<file path="config.mk">
export PLATFORM = sky130hd
export DESIGN_NAME = ball_move
export DESIGN_NICKNAME = d
export VERILOG_FILES = /design/src/rtl/ball_move.sv
export SDC_FILE = /design/constraint.sdc
export NUM_CORES = 1
export LEC_CHECK = 0
export CORE_ASPECT_RATIO = 0.5
export CORE_MARGIN = 2
export CORE_UTILIZATION = 49
export DETAILED_ROUTE_END_ITERATION = 12
export PLACE_DENSITY = 0.77
export SLEW_MARGIN = 20
export SYNTH_ARGS = -nofsm -noshare
export SYNTH_HDL_FRONTEND = slang
export SYNTH_SLANG_ARGS = --single-unit
</file>
<file path="constraint.sdc">
create_clock -name clk -period 3.1 [get_ports clk]
set_clock_uncertainty 0.2 [all_clocks]
set_input_delay 0.465 -clock clk [delete_from_list [all_inputs] [get_ports clk]]
set_output_delay 0.465 -clock clk [all_outputs]
set_load 0.05 [all_outputs]
</file>
<file path="src/rtl/ball_move.sv">
// Ball-motion responder for the pong field: steps the ball every TICK_DIV
// cycles, bounces it off the top/bottom walls and the paddle, and flags
// hits and misses to the score/serve logic.
module ball_move #(
    parameter int WIDTH        = 16,
    parameter int BIT_OF_WIDTH = 4,
    parameter int TICK_DIV     = 4,
    parameter int PLATE_LEN    = 3
) (
    input  logic                        clk,
    input  logic                        rst,
    input  logic                        start,
    input  logic [BIT_OF_WIDTH*2-1:0]   plate,
    output logic [BIT_OF_WIDTH*2-1:0]   pos,
    output logic [1:0]                  dir,
    output logic                        busy,
    output logic                        hit,
    output logic                        miss,
    output logic [7:0]                  hit_count
);

    localparam int B   = BIT_OF_WIDTH;
    localparam int BW1 = BIT_OF_WIDTH + 1;
    localparam int TW  = (TICK_DIV > 1) ? $clog2(TICK_DIV) : 1;

    localparam logic [TW-1:0]  TICK_LAST = TW'(TICK_DIV - 1);
    localparam logic [B-1:0]   MAX_C     = B'(WIDTH - 1);
    localparam logic [B-1:0]   CENTER    = B'(WIDTH / 2);
    localparam logic [BW1-1:0] PL_SPAN   = BW1'(PLATE_LEN - 1);

    typedef enum logic [1:0] {
        IDLE,
        SERVE,
        MOVE,
        MISS
    } state_t;

    state_t         state_q, state_d;
    logic [TW-1:0]  tick_q;
    logic           toggle_q;

    logic [B-1:0]   x, y, x_plate, y_plate;
    logic           dx, dy;
    logic [BW1-1:0] nx;
    logic           paddle, edge_x, edge_y, step;

    logic [B-1:0]   x_step, y_step;
    logic [1:0]     dir_step;
    logic           hit_step, miss_step;

    assign x       = pos[2*B-1:B];
    assign y       = pos[B-1:0];
    assign dx      = dir[1];
    assign dy      = dir[0];
    assign x_plate = plate[2*B-1:B];
    assign y_plate = plate[B-1:0];

    // nx is one bit wider so stepping past either edge never aliases onto
    // a paddle column; the paddle row range is likewise unclipped.
    assign nx     = dx ? ({1'b0, x} + BW1'(1)) : ({1'b0, x} - BW1'(1));
    assign paddle = (nx == {1'b0, x_plate}) &&
                    ({1'b0, y} >= {1'b0, y_plate}) &&
                    ({1'b0, y} <= ({1'b0, y_plate} + PL_SPAN));
    assign edge_x = dx ? (x == MAX_C) : (x == '0);
    assign edge_y = dy ? (y == MAX_C) : (y == '0);
    assign step   = (state_q == MOVE) && (tick_q == TICK_LAST);
    assign busy   = (state_q == SERVE) || (state_q == MOVE);

    // Candidate position/direction for a step, x and y from pre-step values.
    always_comb begin
        x_step    = x;
        y_step    = y;
        dir_step  = dir;
        hit_step  = 1'b0;
        miss_step = 1'b0;
        if (paddle) begin
            hit_step    = 1'b1;
            dir_step[1] = ~dx;
        end else if (edge_x) begin
            miss_step = 1'b1;
        end else begin
            x_step = nx[B-1:0];
        end
        if (!miss_step) begin
            if (edge_y) begin
                dir_step[0] = ~dy;
            end else begin
                y_step = dy ? (y + B'(1)) : (y - B'(1));
            end
        end
    end

    // Next-state logic.
    always_comb begin
        state_d = state_q;
        case (state_q)
            IDLE:    if (start) state_d = SERVE;
            SERVE:   state_d = MOVE;
            MOVE:    if (step && miss_step) state_d = MISS;
            MISS:    state_d = IDLE;
            default: state_d = IDLE;
        endcase
    end

    // State register.
    always_ff @(posedge clk or posedge rst) begin
        if (rst) state_q <= IDLE;
        else     state_q <= state_d;
    end

    // Ball datapath, tick counter, serve toggle and hit/miss pulses.
    always_ff @(posedge clk or posedge rst) begin
        if (rst) begin
            pos       <= {CENTER, CENTER};
            dir       <= 2'b11;
            toggle_q  <= 1'b0;
            hit       <= 1'b0;
            miss      <= 1'b0;
            hit_count <= 8'd0;
            tick_q    <= '0;
        end else begin
            hit  <= 1'b0;
            miss <= 1'b0;
            case (state_q)
                SERVE: begin
                    pos       <= {CENTER, CENTER};
                    dir       <= {~toggle_q, ~toggle_q};
                    toggle_q  <= ~toggle_q;
                    hit_count <= 8'd0;
                    tick_q    <= '0;
                end
                MOVE: begin
                    if (step) begin
                        tick_q <= '0;
                        pos    <= {x_step, y_step};
                        dir    <= dir_step;
                        hit    <= hit_step;
                        miss   <= miss_step;
                        if (hit_step && (hit_count != 8'hFF))
                            hit_count <= hit_count + 8'd1;
                    end else begin
                        tick_q <= tick_q + TW'(1);
                    end
                end
                default: ;
            endcase
        end
    end

endmodule

</file>
Yosys cells after proc, flatten, opt, wreduce, memory -nomap -nowiden
Index checks and enable logic that the tools add are counted.
{ "totals": {"regBits": 25, "in_bits": 11, "out_inout_bits": 21, "wordCells": 86} }
{ "classes": {"addsub": 7, "n_lt_le_gt_ge": 2, "n_eq_ne": 18, "muxes": 30, "bitwise_logic": 3, "n_reduce_logical": 16} }
{ "ops": {"columns": ["op", "n"], "rows": [
  ["8-bit case mux with 2 select lines", 2],
  ["8-bit 2-to-1 mux", 3],
  ["4-bit 2-to-1 mux", 5],
  ["2-bit != test, second input constant", 8],
  ["1-bit 2-to-1 mux", 12],
  ["4-bit AND reduction", 3],
  ["8-bit by 1-bit adder with 8-bit output, second input constant", 1],
  ["4-bit equality test, second input constant", 2],
  ["4-bit zero test", 2],
  ["2-bit 2-to-1 mux", 4],
  ["8-bit != test, second input constant", 1],
  ["2-bit case mux with 2 select lines", 2],
  ["2-bit case mux with 4 select lines", 1],
  ["2-bit equality test, second input constant", 3],
  ["3-bit AND reduction", 2],
  ["4-bit by 1-bit adder with 5-bit output, second input constant", 1],
  ["4-bit by 2-bit adder with 5-bit output, second input constant", 1],
  ["5-bit by 4-bit equality test with 1-bit output", 1],
  ["4-bit by 5-bit <= comparator with 1-bit output", 1],
  ["1-bit logical AND", 5],
  ["5-bit 2-to-1 mux", 1],
  ["4-bit by 1-bit subtractor with 5-bit output, second input constant", 1],
  ["4-bit by 1-bit adder with 4-bit output, second input constant", 1],
  ["4-bit greater-or-equal comparator", 1],
  ["other kinds (9)", 12]
]} }

Logic depth before layout (Yosys ltp)
{ "depth": {"depth_word": 10, "ltp_mapped": 10, "depth_no_buf": 9} }

Least setup slack after synthesis
OpenSTA, ideal clock, no wires.
{ "synth_path": {"kind": "register to register", "startpoint": "register dir[1]", "endpoint": "register state_q[1]", "setup_ns": 0.128, "arrival_ns": 2.901, "required_ns": 2.772, "slack_ns": -0.129, "stages_incl_launch_ff": 9, "path_buffers": 0, "synth_period_minus_slack_ns": 3.229, "path_cell_list": "dfstp_2 -> inv_1 -> fa_1 -> xnor2_2 -> xnor2_1 -> a2111oi_4 -> nand4_2 -> a31oi_1 -> mux2_1"} }
{ "synth_between": {"elab_chain_len": 8, "elab_cells_between_ends": 10, "cone_classes": "eq/ne: 2; mux: 4; reduce/logical: 4"} }
{ "synth_rtl": {"columns": ["element", "line", "rtl"], "rows": [
  ["from (decl)", "15", "output logic [1:0] dir,"],
  ["from (signal assigned)", "127", "dir <= {~toggle_q, ~toggle_q};"],
  ["from (signal assigned)", "136", "dir <= dir_step;"],
  ["5-bit 2-to-1 mux", "60", "assign nx = dx ? ({1'b0, x} + BW1'(1)) : ({1'b0, x} - BW1'(1));"],
  ["5-bit by 4-bit equality test with 1-bit output", "61", "assign paddle = (nx == {1'b0, x_plate}) &&"],
  ["1-bit logical AND", "61", null],
  ["1-bit logical AND", "62", "({1'b0, y} >= {1'b0, y_plate}) &&"],
  ["1-bit 2-to-1 mux (*)", "76", "if (paddle) begin"],
  ["1-bit logical AND (*)", "99", "MOVE: if (step && miss_step) state_d = MISS;"],
  ["2-bit by 1-bit != test with 1-bit output (no line) (*)", null, null],
  ["2-bit AND reduction (no line) (*)", null, null],
  ["to (signal assigned)", "108", "else state_q <= state_d;"],
  ["to (decl)", "38", "state_t state_q, state_d;"]
]} }
Every way passes the cells marked *; elsewhere a longest branch is shown, timed or not.
A chain may end at the register's enable or synchronous reset.

Worst setup path after layout
{ "layout_path": {"startpoint": "register dir[1]", "endpoint": "register hit_count[5]"} }
{ "layout_between": {"elab_chain_len": 8} }
{ "layout_rtl": {"columns": ["element", "line", "rtl"], "rows": [
  ["5-bit 2-to-1 mux", "60", null],
  ["5-bit by 4-bit equality test with 1-bit output", "61", null],
  ["1-bit logical AND", "61", null],
  ["1-bit logical AND", "62", null],
  ["1-bit 2-to-1 mux", "76", null],
  ["1-bit logical AND", "139", "if (hit_step && (hit_count != 8'hFF))"],
  ["2-bit by 1-bit != test with 1-bit output (no line)", null, null],
  ["3-bit AND reduction (no line)", null, null],
  ["to (signal assigned)", "140", "hit_count <= hit_count + 8'd1;"],
  ["to (decl)", "19", "output logic [7:0] hit_count"]
]} }
No other way between the ends.

==> reports/results.tsv <==
stage	metric	value	unit
worst_setup_path	endpoint_kind	register	
layout	antenna_cells	0	
worst_setup_path	r2r_end	hit_count[5]$_DFFE_PP0P_	
logic_synthesis	ys.flop_type	dfrtp_1	
drt	vias_per_cell	5.88	
layout	syn_to_final_growth	29.5	%
logic_synthesis	syn_area_per_cell	8.97	um^2
layout	multi_input_area	1300	um^2
min_path	hp-start	tick_q[0]$_DFFE_PP0P_	
logic_synthesis	synthCells	221	
timing	period_needed	3.00	ns
grt	grt_max_degree	30	
timing	finalCritPeriodShare	0.967	
drt	drcViolationCount	0	
place	gp_congestion	0.835	
timing	setup_viol	0	
floorplanning	start_util	0.510	
place	place_area	2470	um^2
cts	tritoncts	built	
worst_setup_path	cp.arrival	3.01	ns
place	dp_hpwl	3.77	mm
floorplanning	die_area	4600	um^2
worst_setup_path	worstSetupPathType	reg -> reg	
cts	clk_pin_slew_worst_paths	0.09	ns
drt	wl	5.11	mm
grt	overflow	0	
worst_setup_path	critPathMaxFanout	8	
floorplanning	fp.dieW	93.9	um
timing	tightest_slew	0.672	ns
timing	fmax	0.334	GHz
floorplanning	core_area	3880	um^2
logic_synthesis	async_flop_share	1.00	
drt	drt_iter0_drc	164	
drt	vias	1893	
timing	finalSetupTns	0	ns
timing	whs	0.289	ns
layout	regArea	634	um^2
power	finalPower	2.46	mW
grt	grt_use_total	0.236	
worst_setup_path	reg2reg_slack	0.10	ns
logic_synthesis	synth-seq-area-share	0.318	
worst_setup_path	cp.required	3.11	ns
place	portBuffers	31	
place	dpl_worst_slack	-0.454	ns
power	cellLeakagePower	1.12	nW
logic_synthesis	synth.net_count	252	
logic_synthesis	synth_edf_count	0	
cts	clock-sinks	25	
layout	drive_gt1_frac	0.157	
power	power.density	960	nW/um^2
run_status	status	completed	
timing	final-hold-violation-count	0	
cts	cts_root_buffer	clkbuf_8	
layout	fill_cells	331	
drt	dr.pass1.iters	4	
cts	cts_made_buffers	3	
drt	drtAntennaViolNets	0	
floorplanning	rows	16	
grt	grt_pass1_wl	8.64	mm
min_path	min-delay-path-class	reg -> reg	
timing	setup_slack	0.103	ns
power	irDropWorstVdd	0.449	mV
logic_synthesis	ys_ff_latch	25	
floorplanning	pin_count	32	
timing	drv_slew	0	
grt	antenna_found_initial	0	
layout	post-route-cell-area	2570	um^2
timing	slew_headroom	0.550	
cts	htreeDepth	1	
logic_synthesis	synth_cell_type_count	50	
cts	clock_path_buffers	2	
timing	rsz0062_at_grt	false	
drt	post_drt_wl_per_cell	15.9	um
logic_synthesis	synth_area	1980	um^2
worst_setup_path	r2r-start	dir[1]$_DFFE_PP1P_	
cts	clk_latency	0.27	ns
min_path	hold_depth	1	
layout	nets	300	
grt	grt_pass1_vias	1869	
worst_setup_path	reg2reg_depth	9	
floorplanning	die_height	49.0	um
min_path	min_to	tick_q[0]$_DFFE_PP0P_	
logic_synthesis	yosys_warnings	0	
flow_run	max_cap_viol_count	0	
worst_setup_path	cp-start-kind	register	
-- cells in the mapped netlist (5+ instances only) --
cell type  instances  area (um^2)
o211ai_1           7         52.6
nand2_1           18         67.6
a21oi_1           12         60.1
nor2_1            12         45.0
nand4_1            7         43.8
nor3_1             6         30.0
a31oi_1            5         31.3
o21ai_0           10         50.1
nand3_1           14         70.1
xnor2_1            9         78.8
ha_1              18          225
dfrtp_1           21          526
inv_1             17         63.8
-- registers in the layout, indices dropped and copies added (netlist names) --
signal / flops
toggle_q: 1
tick_q: 2
state_q: 2
hit: 1
miss: 1
dir: 2
hit_count: 8
pos: 8
-- how the worst max path moves through the flow --
| stage | start | end | slack, ns | cells after the start |
|---|---|---|---|---|
| 2_1_floorplan | dir[1]$_DFFE_PP1P_ | state_q[1]$_DFFE_PP0P_ | 0.07 | 8 |
| 3_3_place_gp | plate[1] | state_q[1]$_DFFE_PP0P_ | -0.30 | 11 |
| 3_5_place_dp | plate[1] | state_q[1]$_DFFE_PP0P_ | -0.45 | 11 |
| 4_1_cts | dir[1]$_DFFE_PP1P_ | hit_count[5]$_DFFE_PP0P_ | 0.05 | 9 |
| 5_1_grt | plate[3] | pos[0]$_DFFE_PP0P_ | 0.006 | 10 |
| 6_report | dir[1]$_DFFE_PP1P_ | hit_count[5]$_DFFE_PP0P_ | 0.10 | 9 |
-- report_power, final --
part           leakage [nW]  switching, mW  total (mW)  internal [mW]
combinational         0.770           1.04        1.73          0.685
sequential            0.324          0.106       0.539          0.434
clock                0.0255          0.108       0.198         0.0901
-- layer usage --
metal	global-route usage	part of all wire	vias up
li1	-	-	916
met1	0.321	0.47	911
met2	0.402	0.47	64
met3	0.0417	0.061	2
met4	0.0435	0.0043	0
met5	0	0	-
-- critical path, cell delays in order, from the launching register on --
cell and delay, ns:
dfstp_4 0.62, inv_1 0.10, fa_1 0.44, a21o_2 0.22, a21oi_1 0.24, xnor2_2 0.21, nand4_1 0.13, buf_4 0.19
or4_1 0.50, nand3_1 0.10
-- placed cells by master (no fill, tap or decap), types with 2 or more instances in the layout --
cell type,count
dlygate4sd2_1,2
o21ai_0,10
nand3_1,14
inv_1,17
fa_1,2
buf_4,19
a311oi_1,2
a22oi_1,3
mux2i_1,2
dfstp_2,3
clkdlybuf4s50_1,29
xnor2_1,7
a21o_1,3
o211ai_1,7
nor3_1,6
a21boi_0,2
and4_2,2
a31oi_1,4
nand2_1,18
xor2_1,2
nor3b_1,2
xnor2_2,3
dfrtp_1,21
clkbuf_8,3
nand4_1,7
or4_1,4
nand2b_1,3
ha_1,17
and3_1,4
a21oi_1,12
nor2_1,12
-- area by class of cell --
cell class,count,share of cell area
Clock buffer,3,0.0161
Multi-Input combinational cell,172,0.508
Inverter,17,0.0249
Timing Repair Buffer,50,0.176
Sequential cell,25,0.247
Tap cell,54,0.0263
Clock inverter,1,0.00195
-- metrics by stage --
stage | util | std cells
floorplan | - | 221
global placement | 0.636 | 317
detailed placement | 0.636 | 317
CTS | 0.657 | 322
global route | 0.661 | 322
finish | 0.661 | 322
-- kinds of logic (layout without fill, tap and decap cells) --
logic type,after synthesis,in the layout,synth area share
XOR/XNOR,12,12,0.0568
AND/OR/NAND/NOR,79,79,0.212
multiplexers,5,5,0.0328
adder cells (fa/ha/maj),20,20,0.134
buffers and inverters,24,71,0.0473
AO/OA/AOI/OAI,56,56,0.199
flip-flops,25,25,0.318
-- repair_timing --
action,4_1_cts,5_1_grt
hold buffers,0,0
setup endpoints to repair,9,3
gates resized for setup,7,3
buffers inserted,1,0
endpoints found under the hold margin,0,0
pin swaps,3,0
Note: power is estimated with default switching activity, not from simulation.
